### src/rtl/instr_rom_pipe.sv
// Pipelined instruction ROM with a valid/ready fetch interface, flush for branch
// redirects, and a full-pipeline stall whenever the head response is not taken.
module instr_rom_pipe #(
  parameter int                DATA_W       = 32,
  parameter int                ADDR_W       = 16,
  parameter int                DEPTH        = 8,
  parameter int                LATENCY      = 2,
  parameter logic [DATA_W-1:0] DEFAULT_WORD = DATA_W'(32'hD60003E0)
) (
  input  logic              clk,
  input  logic              reset,
  input  logic              req_valid,
  input  logic [ADDR_W-1:0] req_addr,
  output logic              req_ready,
  input  logic              flush,
  output logic              rsp_valid,
  input  logic              rsp_ready,
  output logic [DATA_W-1:0] rsp_data,
  output logic              rsp_oob
);

  typedef struct packed {
    logic              valid;
    logic              oob;
    logic [DATA_W-1:0] data;
  } stage_t;

  localparam int ROM_WORDS = 8;
  localparam logic [31:0] ROM_INIT [ROM_WORDS] = '{
    32'hF8400140, 32'hF8400161, 32'h8B050083, 32'hCB050086,
    32'hAA050087, 32'h8A050088, 32'h8B010002, 32'hF8000142
  };
  localparam logic [ADDR_W:0] DEPTH_C = (ADDR_W+1)'(DEPTH);

  // Word lookup; the zero-extended compare keeps DEPTH == 2**ADDR_W legal.
  function automatic stage_t lookup(input logic [ADDR_W-1:0] addr);
    stage_t          s;
    logic [ADDR_W:0] a_ext;
    a_ext  = {1'b0, addr};
    s.valid = 1'b0;
    s.oob   = (a_ext >= DEPTH_C);
    s.data  = DEFAULT_WORD;
    for (int i = 0; i < ROM_WORDS; i++) begin
      if (i < DEPTH && a_ext == (ADDR_W+1)'(i)) s.data = DATA_W'(ROM_INIT[i]);
    end
    return s;
  endfunction

  stage_t pipe [LATENCY];
  stage_t fetch;
  logic   stall;
  logic   advance;

  assign rsp_valid = pipe[LATENCY-1].valid;
  assign stall     = rsp_valid && !rsp_ready;
  assign req_ready = !stall || flush;
  assign advance   = !stall || flush;

  // NOTE: every variable written here gets a full default first, so no latch can form.
  always_comb begin
    fetch       = lookup(req_addr);
    fetch.valid = req_valid && req_ready;
  end

  // NOTE: only the valid bits are reset; payload bits are don't-care while invalid,
  // and sequential state uses non-blocking assignments so stages shift in lockstep.
  always_ff @(posedge clk) begin
    if (reset) begin
      for (int i = 0; i < LATENCY; i++) pipe[i].valid <= 1'b0;
    end else if (advance) begin
      pipe[0] <= fetch;
      for (int i = 1; i < LATENCY; i++) begin
        pipe[i] <= '{valid: pipe[i-1].valid && !flush,
                     oob:   pipe[i-1].oob,
                     data:  pipe[i-1].data};
      end
    end
  end

  // Invalid responses present the default word and a clear oob flag.
  assign rsp_data = rsp_valid ? pipe[LATENCY-1].data : DEFAULT_WORD;
  assign rsp_oob  = rsp_valid && pipe[LATENCY-1].oob;

endmodule

### config.mk
export PLATFORM = sky130hd
export DESIGN_NAME = instr_rom_pipe
export DESIGN_NICKNAME = d
export VERILOG_FILES = /design/src/rtl/instr_rom_pipe.sv
export SDC_FILE = /design/constraint.sdc
export NUM_CORES = 1
export LEC_CHECK = 0
export ABC_AREA = 1
export BUFFER_PORTS_ARGS = -buffer_cell sky130_fd_sc_hd__buf_2
export CAP_MARGIN = 25
export CORE_ASPECT_RATIO = 0.75
export CORE_MARGIN = 1.5
export CORE_UTILIZATION = 55
export CTS_CLUSTER_DIAMETER = 40
export DETAILED_ROUTE_END_ITERATION = 10
export GPL_ROUTABILITY_DRIVEN = 0
export PLACE_DENSITY = 0.85
export SLEW_MARGIN = 20
export SYNTH_ARGS = -nofsm -noshare
export SYNTH_HDL_FRONTEND = slang
export SYNTH_SLANG_ARGS = --single-unit
### constraint.sdc
create_clock -name clk -period 4.8 [get_ports clk]
set_clock_uncertainty 0.2 [all_clocks]
set_input_delay 0.48 -clock clk [delete_from_list [all_inputs] [get_ports clk]]
set_output_delay 0.48 -clock clk [all_outputs]
set_load 0.02 [all_outputs]
[Word-level counts from Yosys, hierarchy flattened]
Memory sizes are Yosys's and may differ from the RTL's.
Index checks and enable logic that the tools add are counted.
Operators by class
  eq/ne operators: 7
  $lt $le $gt $ge: 1
  mux-type cells: 16
  bitwise gates (word level): 2
  div/mod/pow operators: 0
  shifts and indexed selects: 0
  reduce and logical (&&, ||, !) cells: 9
  $add $sub $neg: 0
  multipliers: 0
Operators by type and width (count)
  $mux W31: 6
  $eq A16 B3 Y1 const B: 4
  $mux W30: 2
  $eq A16 B2 Y1 const B: 2
  $mux W32: 1
  $eq A16 B1 Y1 const B: 1
  $ge A16 B4 Y1 const B: 1
  $logic_not A16 Y1: 1
  $mux W1: 7
  $logic_and A1 B1 Y1: 4
  $logic_not A1 Y1: 3
  $or A1 B1 Y1: 2
  $logic_or A1 B1 Y1: 1
Word-level totals
  bits of input ports: 21
  bits in latches: 0
  register bits after elaboration: 0
  memories kept: 1
  logic and storage cells: 36
  bits in writable memories: 68
  bits in read-only memories: 0
Memories
  pipe: depth 2, bits a word 34, rd ports 2, clocked after Yosys merged registers in 0, write ports 2, line 49  | stage_t pipe [LATENCY];

[Depth between registers and ports, before layout]
  depth in word-level cells: 9
  gate-level depth with buffers: 9
  depth with buffers taken out: 9

[Worst setup path before layout]
OpenSTA, ideal clock, no wires.
  path kind: register to register
  from: memory pipe[0][67] (netlist bit)
  to: memory pipe[0][16] (netlist bit), data pin
  slack: 2.660 ns
  stages on the path, launching flop included: 8
  data arrival time: 1.798 ns
  library setup time: 0.142 ns
  clock period less this slack: 2.140 ns
  cells stage by stage: edfxtp_1 > inv_1 > nor2_1 > nand2_1 > nand2_2 > inv_2 > nand2_1 > a21oi_2
RTL lines (line)
  start, declared: 49

==> out/qor.txt <==
status: complete, no violations
post-DP HPWL: 2.12 mm
Leak: 0.00108 uW
CTS resizes: 0
Setup WS pre-CTS: 2.22 ns
Seq/Total Area, Yosys: 0.562
Longest Clk Path Bufs: 2
clock-pin slew on the worst setup and hold paths: 0.06 ns
clock network power share: 0.313
Synth Warn #: 0
Synth top area share: 0.562
CTS tree: done
grt total ovfl: 0
PwrDens: 288 nW/um^2
non-filler cells, final: 292
hold wc startpoint: req_valid
largest net degree at the start of global routing: 43
cts hold-fix bufs: 0
TritonCTS Buffers: 5
count of state elements after synthesis: 36
EDFF count, synth: 36
final worst-path cycle share: 0.537
Pre-antenna DRT Iters: 4
Req. time, crit path: 4.73 ns
Slowest cell on crit path: inv_2
vias after detailed routing: 1328
die area: 3860 um^2
reg-to-reg endpoint: pipe[0][25]$_DFFE_PP_
Post-Route WL: 2.84 mm
final setup fails: 0
combinational share of power: 0.095
Ant. Diodes: 0
Ports: 56
Top reg by flops: pipe
share of post-route cells with drive strength above 1: 0.294
H-tree levels: 2
max reg flops: 36
Syn Inst Count: 211
biggest regs: pipe (36)
pin slew with the least headroom to its limit: 0.776 ns
drt via density: 4.55
Total GRT Usage: 0.164
root buf cell: clkbuf_8
placed cells: 284
hold worst-path end: pipe[0][33]$_SDFFCE_PN0P_
DR DRC count: 0
Design Area, Final: 2160 um^2
antenna violations before repair: 0
Commonest cells post-synth: nor2_1 (41), edfxtp_1 (36), inv_1 (35)
Max Fclk: 388 MHz
count of distinct cell types in the synthesized netlist: 23
most common cell in the netlist: nor2_1
Sw Ratio: 0.226
Final Hold Fails: 0
post-synthesis cell area: 1920 um^2
Post-synth top flop: edfxtp_1
setup TNS: 0 ns
clock sinks: 36
max incr delay on CP: 0.68 ns
number of global-route vias before repair: 1146
Top Family by Delay on Critical Path: buffers and inverters
Die H: 54.2 um
worst r2r src: pipe[0][67]$_SDFFCE_PN0P_
final max-slew violation count: 0
Max Cap Viol: 0
dominant cell type by area after synthesis: edfxtp_1
P&R area growth vs syn: 12.3%
first-pass GRT wire length: 4.64 mm
Final #Nets: 272
Post-DP Area: 2080 um^2
maximum fanout along the worst path: 42
post-CTS setup buffers: 0
starting density of the core: 0.581
crit path buf inv count: 2
Tmin final: 2.58 ns
CP Capture Type: flop
crit-path cells: inv_1 > nor2_1 > nand2_1 > nand2_2 > inv_2 > nand2_1 > nor2_1
Buffers on Ports: 42
cell count of the worst reg-to-reg path: 7
drt initial violations: 95
worst hold path stage count: 3
chip width: 71.3 um
Flop pwr share: 0.593
VDD IR max: 0.132 mV
syn avg cell area: 9.11 um^2
Core Area: 3310 um^2
reg-to-reg setup timing slack: 2.22 ns
# rows: 18
DRT antenna net count: 0
Hold Path Class: in -> reg
RSZ-0062 raised after global routing: false
worst-skew pair later-pin latency: 0.28 ns
Final Worst Setup Slack: 2.22 ns
Pint: 481 uW
drt wl/cell: 9.73 um
top cells by area, synth: edfxtp_1 (56%), nor2_1 (8.0%), inv_1 (6.8%), buf_4 (6.2%), nand2_1 (6.2%)
switching power: 140 uW
worst path arrival time: 2.51 ns
ys async rst share: 0
Startpoint Class: flop
Max-Slew Margin vs Limit: 0.482
Crit Path Category: reg -> reg
[layout make-up]
cell class,count,area [um^2]
tap,40,50.0
multi-input combinational,124,581
sequential,36,1080
timing repair buffer,42,210
clock buffer,7,76.3
inverter,42,158
fill,287,1150
clock inverter,1,3.75
[kinds of logic (layout without fill, tap and decap cells)]
group,after synthesis,after routing,synth area share
AND/OR/NAND/NOR,104,104,0.254
flip-flops,36,36,0.562
other,2,13,0.00391
buffers and inverters,62,92,0.157
AO/OA/AOI/OAI,7,7,0.0221
[layout by cell type (no fill, tap or decap)]
| cell | instances |
|---|---|
| a21oi_1 | 1 |
| a21oi_2 | 1 |
| a31oi_1 | 3 |
| and2_1 | 1 |
| buf_2 | 42 |
| clkbuf_1 | 2 |
| clkbuf_8 | 5 |
| clkinv_1 | 1 |
| conb_1 | 13 |
| edfxtp_1 | 36 |
| inv_1 | 35 |
| inv_2 | 7 |
| nand2_1 | 32 |
| nand2_2 | 3 |
| nand3_1 | 9 |
| nand3_2 | 2 |
| nand4_1 | 2 |
| nand4_4 | 1 |
| nor2_1 | 41 |
| nor2_2 | 5 |
| nor2_4 | 2 |
| o21ai_0 | 2 |
| or2_2 | 6 |
[worst max-delay path by stage]
| stage | start | end | slack [ns] | cells past startpoint |
|---|---|---|---|---|
| 4_1_cts | pipe[0][67]$_SDFFCE_PN0P_ | pipe[0][25]$_DFFE_PP_ | 2.20 | 7 |
| 5_1_grt | pipe[0][67]$_SDFFCE_PN0P_ | pipe[0][25]$_DFFE_PP_ | 1.89 | 7 |
| 3_5_place_dp | pipe[0][67]$_SDFFCE_PN0P_ | pipe[0][25]$_DFFE_PP_ | 2.22 | 7 |
| 2_1_floorplan | pipe[0][67]$_SDFFCE_PN0P_ | pipe[0][16]$_DFFE_PP_ | 2.66 | 7 |
| 3_3_place_gp | pipe[0][67]$_SDFFCE_PN0P_ | pipe[0][16]$_DFFE_PP_ | 2.31 | 7 |
| 6_report | pipe[0][67]$_SDFFCE_PN0P_ | pipe[0][25]$_DFFE_PP_ | 2.22 | 7 |
[routing by layer]
metal / routed length (um) / vias up / track usage
li1: - / 700 / -
met1: 1310 / 576 / 0.198
met2: 1310 / 48 / 0.278
met3: 160 / 4 / 0.0387
met4: 57 / 0 / 0.0943
met5: 0 / - / 0
[worst reg2reg max path, cell delays in order, from the launching register on]
cell and delay, ns:
edfxtp_1 0.56, inv_1 0.21, nor2_1 0.07, nand2_1 0.08, nand2_2 0.26, inv_2 0.68, nand2_1 0.24, nor2_1 0.14
[power by group through the flow]
stage                     Sequential [uW]  Clock, uW  Combinational (uW)
after floorplan                       373          0                50.8
after global placement                374          0                57.4
after detailed placement              375          0                59.0
after CTS                             368        199                59.1
after global routing                  370        214                66.1
final                                 368        194                58.7
[through the flow]
step | util | total power (uW) | hold WS (ns)
floorplan | - | 424 | 0.312
global placement | 0.628 | 432 | 0.319
detailed placement | 0.628 | 434 | 0.322
CTS | 0.652 | 627 | 0.306
global route | 0.652 | 650 | 0.316
finish | 0.652 | 621 | 0.310
Note: power is estimated with default switching activity, not from simulation.
